<file path="src/rtl/uart_tx_serializer_if.sv">
// Parallel-load / serial-out bundle for the UART transmitter.
// The master loads words; the slave serializes them onto TX_OUT.
interface uart_tx_serializer_if #(
  parameter int DATA_WIDTH = 8
);
  logic [DATA_WIDTH-1:0] P_DATA;
  logic                  Data_Valid;
  logic                  PAR_EN;
  logic                  PAR_TYP;
  logic [5:0]            Prescale;
  logic                  TX_OUT;
  logic                  busy;

  modport master (
    output P_DATA, Data_Valid, PAR_EN, PAR_TYP, Prescale,
    input  TX_OUT, busy
  );

  modport slave (
    input  P_DATA, Data_Valid, PAR_EN, PAR_TYP, Prescale,
    output TX_OUT, busy
  );
endinterface

</file>
<file path="src/rtl/uart_tx_serializer.sv">
// UART frame serializer: start bit, LSB-first data, optional parity, stop bit.
// Each serial bit is held for a captured Prescale number of CLK cycles.
module uart_tx_serializer #(
  parameter int DATA_WIDTH = 8
) (
  input logic              CLK,
  input logic              RST,
  uart_tx_serializer_if.slave bus
);
  localparam int IW = (DATA_WIDTH > 1) ? $clog2(DATA_WIDTH) : 1;

  typedef enum logic [2:0] {IDLE, START, DATA, PARITY, STOP} state_t;

  state_t                state;
  logic [5:0]            cnt;
  logic [IW-1:0]         idx;
  logic [DATA_WIDTH-1:0] data_q;
  logic                  par_en_q;
  logic                  par_q;
  logic [5:0]            presc_q;
  logic                  tx_q;
  logic                  busy_q;

  logic                  last_cyc;
  logic [DATA_WIDTH-1:0] data_sh;

  assign last_cyc   = (cnt == presc_q - 6'd1);
  assign data_sh    = data_q >> 1;
  assign bus.TX_OUT = tx_q;
  assign bus.busy   = busy_q;

  always_ff @(posedge CLK) begin
    if (RST) begin
      state    <= IDLE;
      cnt      <= '0;
      idx      <= '0;
      data_q   <= '0;
      par_en_q <= 1'b0;
      par_q    <= 1'b0;
      presc_q  <= '0;
      tx_q     <= 1'b1;
      busy_q   <= 1'b0;
    end else begin
      case (state)
        IDLE: begin
          tx_q   <= 1'b1;
          busy_q <= 1'b0;
          cnt    <= '0;
          idx    <= '0;
          if (bus.Data_Valid) begin
            data_q   <= bus.P_DATA;
            par_en_q <= bus.PAR_EN;
            // parity is fixed at capture so later input changes cannot leak in
            par_q    <= (^bus.P_DATA) ^ bus.PAR_TYP;
            presc_q  <= (bus.Prescale == 6'd0) ? 6'd1 : bus.Prescale;
            state    <= START;
            tx_q     <= 1'b0;
            busy_q   <= 1'b1;
          end
        end
        START: begin
          if (last_cyc) begin
            cnt   <= '0;
            idx   <= '0;
            state <= DATA;
            tx_q  <= data_q[0];
          end else begin
            cnt <= cnt + 6'd1;
          end
        end
        DATA: begin
          if (last_cyc) begin
            cnt <= '0;
            if (idx == IW'(DATA_WIDTH - 1)) begin
              idx <= '0;
              if (par_en_q) begin
                state <= PARITY;
                tx_q  <= par_q;
              end else begin
                state <= STOP;
                tx_q  <= 1'b1;
              end
            end else begin
              // shift so the next bit to send always sits at bit 0
              idx    <= idx + IW'(1);
              data_q <= data_sh;
              tx_q   <= data_sh[0];
            end
          end else begin
            cnt <= cnt + 6'd1;
          end
        end
        PARITY: begin
          if (last_cyc) begin
            cnt   <= '0;
            state <= STOP;
            tx_q  <= 1'b1;
          end else begin
            cnt <= cnt + 6'd1;
          end
        end
        STOP: begin
          if (last_cyc) begin
            cnt    <= '0;
            state  <= IDLE;
            tx_q   <= 1'b1;
            busy_q <= 1'b0;
          end else begin
            cnt <= cnt + 6'd1;
          end
        end
        default: begin
          state  <= IDLE;
          cnt    <= '0;
          idx    <= '0;
          tx_q   <= 1'b1;
          busy_q <= 1'b0;
        end
      endcase
    end
  end
endmodule

</file>
<file path="src/flat_wrapper.sv">
// flat-port wrapper written by rule: the top's interface ports become plain ports
module uart_tx_serializer_flat 
#(
  parameter int DATA_WIDTH = 8
)
  (CLK, RST, bus_P_DATA, bus_Data_Valid, bus_PAR_EN, bus_PAR_TYP, bus_Prescale, bus_TX_OUT, bus_busy);
  uart_tx_serializer_if #(.DATA_WIDTH(DATA_WIDTH)) bus_i ();
  input logic CLK;
  input logic RST;
  input wire logic [$bits(bus_i.P_DATA)-1:0] bus_P_DATA;
  input wire logic [$bits(bus_i.Data_Valid)-1:0] bus_Data_Valid;
  input wire logic [$bits(bus_i.PAR_EN)-1:0] bus_PAR_EN;
  input wire logic [$bits(bus_i.PAR_TYP)-1:0] bus_PAR_TYP;
  input wire logic [$bits(bus_i.Prescale)-1:0] bus_Prescale;
  output wire logic [$bits(bus_i.TX_OUT)-1:0] bus_TX_OUT;
  output wire logic [$bits(bus_i.busy)-1:0] bus_busy;
  assign bus_i.P_DATA = bus_P_DATA;
  assign bus_i.Data_Valid = bus_Data_Valid;
  assign bus_i.PAR_EN = bus_PAR_EN;
  assign bus_i.PAR_TYP = bus_PAR_TYP;
  assign bus_i.Prescale = bus_Prescale;
  assign bus_TX_OUT = bus_i.TX_OUT;
  assign bus_busy = bus_i.busy;
  uart_tx_serializer #(.DATA_WIDTH(DATA_WIDTH)) u_core (.CLK(CLK), .RST(RST), .bus(bus_i));
endmodule
</file>
<file path="config.mk">
export PLATFORM = sky130hd
export DESIGN_NAME = uart_tx_serializer_flat
export DESIGN_NICKNAME = d
export VERILOG_FILES = /design/src/rtl/uart_tx_serializer_if.sv /design/src/rtl/uart_tx_serializer.sv /design/src/flat_wrapper.sv
export SDC_FILE = /design/constraint.sdc
export NUM_CORES = 1
export LEC_CHECK = 0
export ABC_AREA = 1
export CORE_AREA = 2 2 63 65
export DETAILED_ROUTE_END_ITERATION = 6
export DIE_AREA = 0 0 65 67
export PLACE_DENSITY_LB_ADDON = 0.05
export SKIP_CTS_REPAIR_TIMING = 1
export SLEW_MARGIN = 20
export SYNTH_ARGS = -nofsm -noshare
export SYNTH_HDL_FRONTEND = slang
export SYNTH_SLANG_ARGS = --single-unit
</file>
<file path="constraint.sdc">
create_clock -name CLK -period 2.11 [get_ports CLK]
set_input_delay 0.211 -clock CLK [delete_from_list [all_inputs] [get_ports CLK]]
set_output_delay 0.211 -clock CLK [all_outputs]
set_load 0.01 [all_outputs]
</file>
### Word-level counts from Yosys, hierarchy flattened

Cells that the tools add are included.

* bits in registers: 30
* input port bits: 19
* output and inout bits: 2

* $add $sub $neg: 3
* equality and inequality tests: 14
* muxes and demuxes: 26
* bitwise operators: 4
* reduce and logical (&&, ||, !) cells: 14

Operators with widths (count)
* $mux 3: 9
* $mux 8: 3
* $pmux 8 s2: 1
* $pmux 3 s5: 1
* $ne 2x1->1 const B: 6
* $pmux 3 s3: 1
* $mux 1: 8
* $reduce_xor 8->1: 1
* $add 6x1->6 const B: 1
* $eq 3x2->1 const B: 2
* $eq 3x3->1 const B: 2
* $eq 6x6->1: 1
* $logic_not 6->1: 1
* $mux 6: 1
* $reduce_and 3->1: 2
* $reduce_and 6->1: 1
* $reduce_or 3->1: 2
* $sub 6x1->6 const B: 1
* $ne 2x2->1 const B: 2
* $pmux 1 s4: 1
* $reduce_and 2->1: 2
* $reduce_and 4->1: 1
* $reduce_or 4->1: 1
* $add 3x1->3 const B: 1
* 7 further kinds: 9

### Logic depth before layout (Yosys ltp)

Gate-level depths: netlist of run 1.

* depth in word-level cells: 4
* gate-level depth with buffers: 14
* depth with buffers taken out: 13

### Least setup slack after synthesis of run 1

OpenSTA, ideal clock, no wires.

* path type: register to register
* from: register u_core.presc_q[0]
* to: register u_core.data_q[3]
* setup time: 0.113 ns
* data arrival time: 1.505 ns
* slack: 0.493 ns
* stages on the path, launching flop included: 15
* buffers on the path: 1
* period minus slack after synthesis: 1.617 ns
* cells stage by stage: dfxtp_1 inv_1 ha_1 inv_1 nand2_1 nand2_1 nor2_1 nand2_1 nor2_2 nand4_1 nand2_2 buf_8 nand2_1 nand2_1 nor2_1

* longest elaborated chain between the ends: 4

Ends and longest elaborated chain
* start, declared: RTL line uart_tx_serializer.sv:20 `logic [5:0] presc_q;`
* start signal, assigned: RTL line uart_tx_serializer.sv:55 `presc_q <= (bus.Prescale == 6'd0) ? 6'd1 : bus.Prescale;`
* $sub 6x1->6: RTL line uart_tx_serializer.sv:27 `assign last_cyc = (cnt == presc_q - 6'd1);`
* $eq 6x6->1: RTL line uart_tx_serializer.sv:27
* $ne 2x1->1 (no source line)
* $reduce_and 4->1 (no source line)
* end signal, assigned: RTL line uart_tx_serializer.sv:51 `data_q <= bus.P_DATA;`
* end signal, assigned: RTL line uart_tx_serializer.sv:86 `data_q <= data_sh;`
* end, declared: RTL line uart_tx_serializer.sv:17 `logic [DATA_WIDTH-1:0] data_q;`

No other way between the ends.
A chain may end at the register's enable or synchronous reset.

### Worst setup path after layout of run 1

* from: register u_core.presc_q[0]
* to: register u_core.data_q[6]

Same word-level chain as after synthesis.

==> impl_metrics.py, run 1 <==
metrics = {
    "run_status": {
        "status": "completed",
    },
    "pwr": {
        "power.share.sequential": 0.320,
        "internal-power_uw": 1520,
        "power_density_mw_per_mm2": 1310,
        "power_share_of_the_clock_group": 0.175,
        "power.switching_uw": 1200,
        "pwr-share-comb": 0.505,
        "power_switching_share": 0.443,
        "vdd.ir_drop.worst_mv": 0.906,
        "power.static_leakage_uw": 0.000985,
    },
    "timing": {
        "rsz0062_at_grt": "false",
        "setup_violating_endpoint_count_in_the_final_report": 0,
        "clock_skew_ns": 0.00931,
        "fmaxAchievable_ghz": 0.541,
        "fin_crit_sh": 0.876,
        "slew_headroom": 0.560,
        "setup_tns_after_final_layout_ns": 0,
        "worst_slew_pin_slew_ns": 0.659,
        "report.final.hold_viol_count": 0,
        "report.final.slew_viol_count": 0,
        "period_minus_slack_ns": 1.85,
    },
    "synthesis": {
        "mappedNetlistArea_sq_mm": 0.00175,
        "synthXorXnorAreaFrac": 0.0450,
        "yosys_warnings": 0,
        "synth.yosys.seq_area_share": 0.343,
        "dominant_combinational_cell_family_by_area_after_synthesis": "simple AND/OR/NAND/NOR gates",
        "synth_edf_count": 0,
        "synth_fa_ha_area_frac": 0.0286,
        "synth_nets": 304,
        "top_count_cell_post_synth": "sky130_fd_sc_hd__nand2_1",
        "synth_cells": 281,
        "synth.cells.most_frequent": "86 x sky130_fd_sc_hd__nand2_1, 43 x sky130_fd_sc_hd__nor2_1, 33 x sky130_fd_sc_hd__inv_1",
        "synth_ff_type": "sky130_fd_sc_hd__dfxtp_1",
        "post_synth.cell_area_avg_sq_um": 6.23,
        "asyncSetResetFlopFracSynth": 0,
        "yosys.area.top_type_share": 0.343,
        "synth_cell_type_count": 27,
        "synthMuxAreaShare": 0,
        "synth.ff_latch_count": 30,
        "synth_compound_gate_area_share": 0.103,
        "ys_top_cells_by_area": "sky130_fd_sc_hd__dfxtp_1 34%, sky130_fd_sc_hd__nand2_1 18%, sky130_fd_sc_hd__nor2_1 9.2%",
        "synth_simple_gate_area_share": 0.377,
        "synth_top_area_cell": "sky130_fd_sc_hd__dfxtp_1",
    },
    "setup_path": {
        "timing_worst_setup_path_type": "flop to flop",
        "timing.reg2reg.setup_slack_ns": 0.26,
        "r2r.worst_path.cells": 13,
        "arrival_ns": 2.01,
        "r2r_start": "u_core.presc_q[0]",
        "timing.critical_path.to_type": "flop",
        "critPathRequiredTime_ns": 2.27,
        "cp-start-kind": "flop",
        "rr_endpoint": "u_core.data_q[6]",
        "highest_fanout_seen_on_the_critical_path": 15,
    },
    "detailed_routing": {
        "firstDrtPassIters": 4,
        "count_of_routing_violations_after_the_opening_detailed_route_iteration": 78,
        "route.vias.total": 1673,
        "vias_per_cell": 4.75,
        "total_wire_length_mm": 3.79,
        "wire_per_inst_um": 10.8,
        "drt.antenna.violating_nets": 0,
        "drt_drc_violations_left": 0,
    },
    "global_routing": {
        "gr-usage-all-layers": 0.203,
        "grt_pass1_wl_mm": 6.80,
        "remaining_overflow_grt": 0,
        "antenna_found_initial": 0,
        "first_global_vias": 1521,
        "pin_count_of_the_biggest_net_entering_global_routing": 21,
    },
    "clocking": {
        "cts-root-to-sink-buffers": 2,
        "cts_sinks": 30,
        "tritoncts": "done",
        "cts-buffers-inserted": 5,
        "clkSlewWorstSetupHoldPaths_ns": 0.06,
        "cts.root.buffer_cell": "sky130_fd_sc_hd__clkbuf_8",
        "cts.htree.levels": 2,
        "worst_skew_pair.late_latency_ns": 0.28,
    },
    "layout": {
        "nNetsFinal": 326,
        "final_area_sq_mm": 0.00208,
        "post_route_cells_drive_above_1_share": 0.0724,
        "final_cell_count_no_fill": 352,
        "num_antenna_cells": 0,
        "finalCoreUtilization": 0.576,
        "flow.area_growth_from_synthesis_pct": 18.5,
    },
    "worst_hold_path": {
        "worst_min_delay_path_category": "flop to flop",
        "min-delay-start": "u_core.presc_q[5]",
        "min_delay_path_depth": 2,
        "timing.hold.worst_endpoint": "u_core.presc_q[5]",
    },
    "flow_run": {
        "cap_violations": 0,
    },
    "placement": {
        "dp.final_hpwl_mm": 2.86,
        "place.port_buffers": 20,
        "place_congestion": 0.853,
        "dp.cells": 344,
        "dpl_cell_area_sq_mm": 0.00198,
    },
    "floorplanning": {
        "die_width_um": 65,
        "placementRows": 22,
        "io_pins": 21,
        "die_area_sq_mm": 0.00436,
        "initial_core_util": 0.486,
        "floorplan.core_area_sq_mm": 0.00361,
        "die_height_um": 67,
    },
}
[state kept, by name, indices dropped and copies added (netlist names)]
register           flops
u_core.data_q          8
u_core.cnt             6
u_core.presc_q         6
u_core.idx             3
u_core.state           3
u_core.bus.TX_OUT      1
u_core.bus.busy        1
u_core.par_en_q        1
u_core.par_q           1
[worst max-delay path by stage]
stage,from,to,slack [ns],depth (start not counted)
2_1_floorplan,u_core.presc_q[0],u_core.data_q[3],0.49,14
3_3_place_gp,RST,u_core.par_en_q,0.28,4
3_5_place_dp,u_core.presc_q[0],u_core.data_q[1],0.28,13
4_1_cts,u_core.presc_q[0],u_core.data_q[1],0.26,13
5_1_grt,u_core.presc_q[0],u_core.data_q[6],0.02,13
6_report,u_core.presc_q[0],u_core.data_q[6],0.26,13
[layer usage]
metal  GRT usage  part of all wire  up-vias
met4      0.0559            0.0087        0
met2       0.332              0.45       27
met3      0.0473             0.033        2
li1            -                 -      916
met1       0.266              0.51      728
met5           0                 0        -
[stage by stage]
step                      setup WS (ns)  total power (uW)  hold slack [ns]
after floorplan                   0.493              1960            0.280
after global placement            0.283              2240            0.465
after detailed placement          0.280              2260            0.473
after CTS                         0.263              2730            0.484
after global routing             0.0215              3040            0.513
final                             0.261              2720            0.476
[placed cells by master (no fill, tap or decap)]
cell,instances
sky130_fd_sc_hd__o21bai_1,1
sky130_fd_sc_hd__inv_1,33
sky130_fd_sc_hd__or2_2,1
sky130_fd_sc_hd__clkbuf_8,6
sky130_fd_sc_hd__nor2_1,43
sky130_fd_sc_hd__o21ai_0,11
sky130_fd_sc_hd__nand4_1,3
sky130_fd_sc_hd__clkbuf_1,1
sky130_fd_sc_hd__dfxtp_1,30
sky130_fd_sc_hd__nand3_1,15
sky130_fd_sc_hd__o22ai_1,2
sky130_fd_sc_hd__nand2_1,86
sky130_fd_sc_hd__nor4_1,1
sky130_fd_sc_hd__clkdlybuf4s50_1,20
sky130_fd_sc_hd__nor2_2,3
sky130_fd_sc_hd__o211ai_1,1
sky130_fd_sc_hd__nand3b_1,2
sky130_fd_sc_hd__xnor2_1,5
sky130_fd_sc_hd__xor2_1,4
sky130_fd_sc_hd__nand2_2,5
sky130_fd_sc_hd__a21oi_1,18
sky130_fd_sc_hd__nor3_1,1
sky130_fd_sc_hd__ha_1,4
sky130_fd_sc_hd__a211oi_1,1
sky130_fd_sc_hd__buf_4,2
sky130_fd_sc_hd__inv_2,4
sky130_fd_sc_hd__clkinv_2,1
[cell type report]
type | instances | area [sq um]
fill | 375 | 1530
clock buffer | 7 | 86.3
clock inverter | 1 | 5.00
inverter | 37 | 139
timing repair buffer | 22 | 215
sequential | 30 | 601
multi-input combinational | 207 | 970
tap | 48 | 60.1
[worst max-delay path, cell delays in order (launching register included)]
cell and delay [ns]:
sky130_fd_sc_hd__dfxtp_1 0.31, sky130_fd_sc_hd__inv_1 0.14, sky130_fd_sc_hd__ha_1 0.25, sky130_fd_sc_hd__inv_1 0.07, sky130_fd_sc_hd__nand2_1 0.06, sky130_fd_sc_hd__nand3_1 0.06
sky130_fd_sc_hd__nand2_1 0.07, sky130_fd_sc_hd__nand2_1 0.05, sky130_fd_sc_hd__nor2_2 0.09, sky130_fd_sc_hd__nand4_1 0.16, sky130_fd_sc_hd__nand2_2 0.27, sky130_fd_sc_hd__nand2_1 0.09
sky130_fd_sc_hd__nand2_1 0.07, sky130_fd_sc_hd__nor2_1 0.06
[power groups by stage]
stage | Combinational, uW | Clock (uW) | Sequential [uW]
6_report | 1380 | 476 | 870
4_1_cts | 1380 | 487 | 869
2_1_floorplan | 1100 | 0 | 855
3_3_place_gp | 1360 | 0 | 880
3_5_place_dp | 1370 | 0 | 880
5_1_grt | 1630 | 516 | 895
[logic make-up (layout without fill, tap and decap cells)]
family	after synthesis	after routing
simple gates	160	160
buf+inv	44	67
compound gates	34	34
flops	30	30
xor+xnor	9	9
fa+ha+maj	4	4
(Power assumes the default switching activity.)
==> run 2: changes to the inputs <==
--- a/config.mk
+++ b/config.mk
@@ -6,6 +6,7 @@
 export NUM_CORES = 1
 export LEC_CHECK = 0
 export ABC_AREA = 1
+export ABC_CLOCK_PERIOD_IN_PS = 2110
 export CORE_AREA = 2 2 63 65
 export DETAILED_ROUTE_END_ITERATION = 6
 export DIE_AREA = 0 0 65 67
==> results of run 2 <==
Final layout, timing and power as in run 1 (identical DEF).
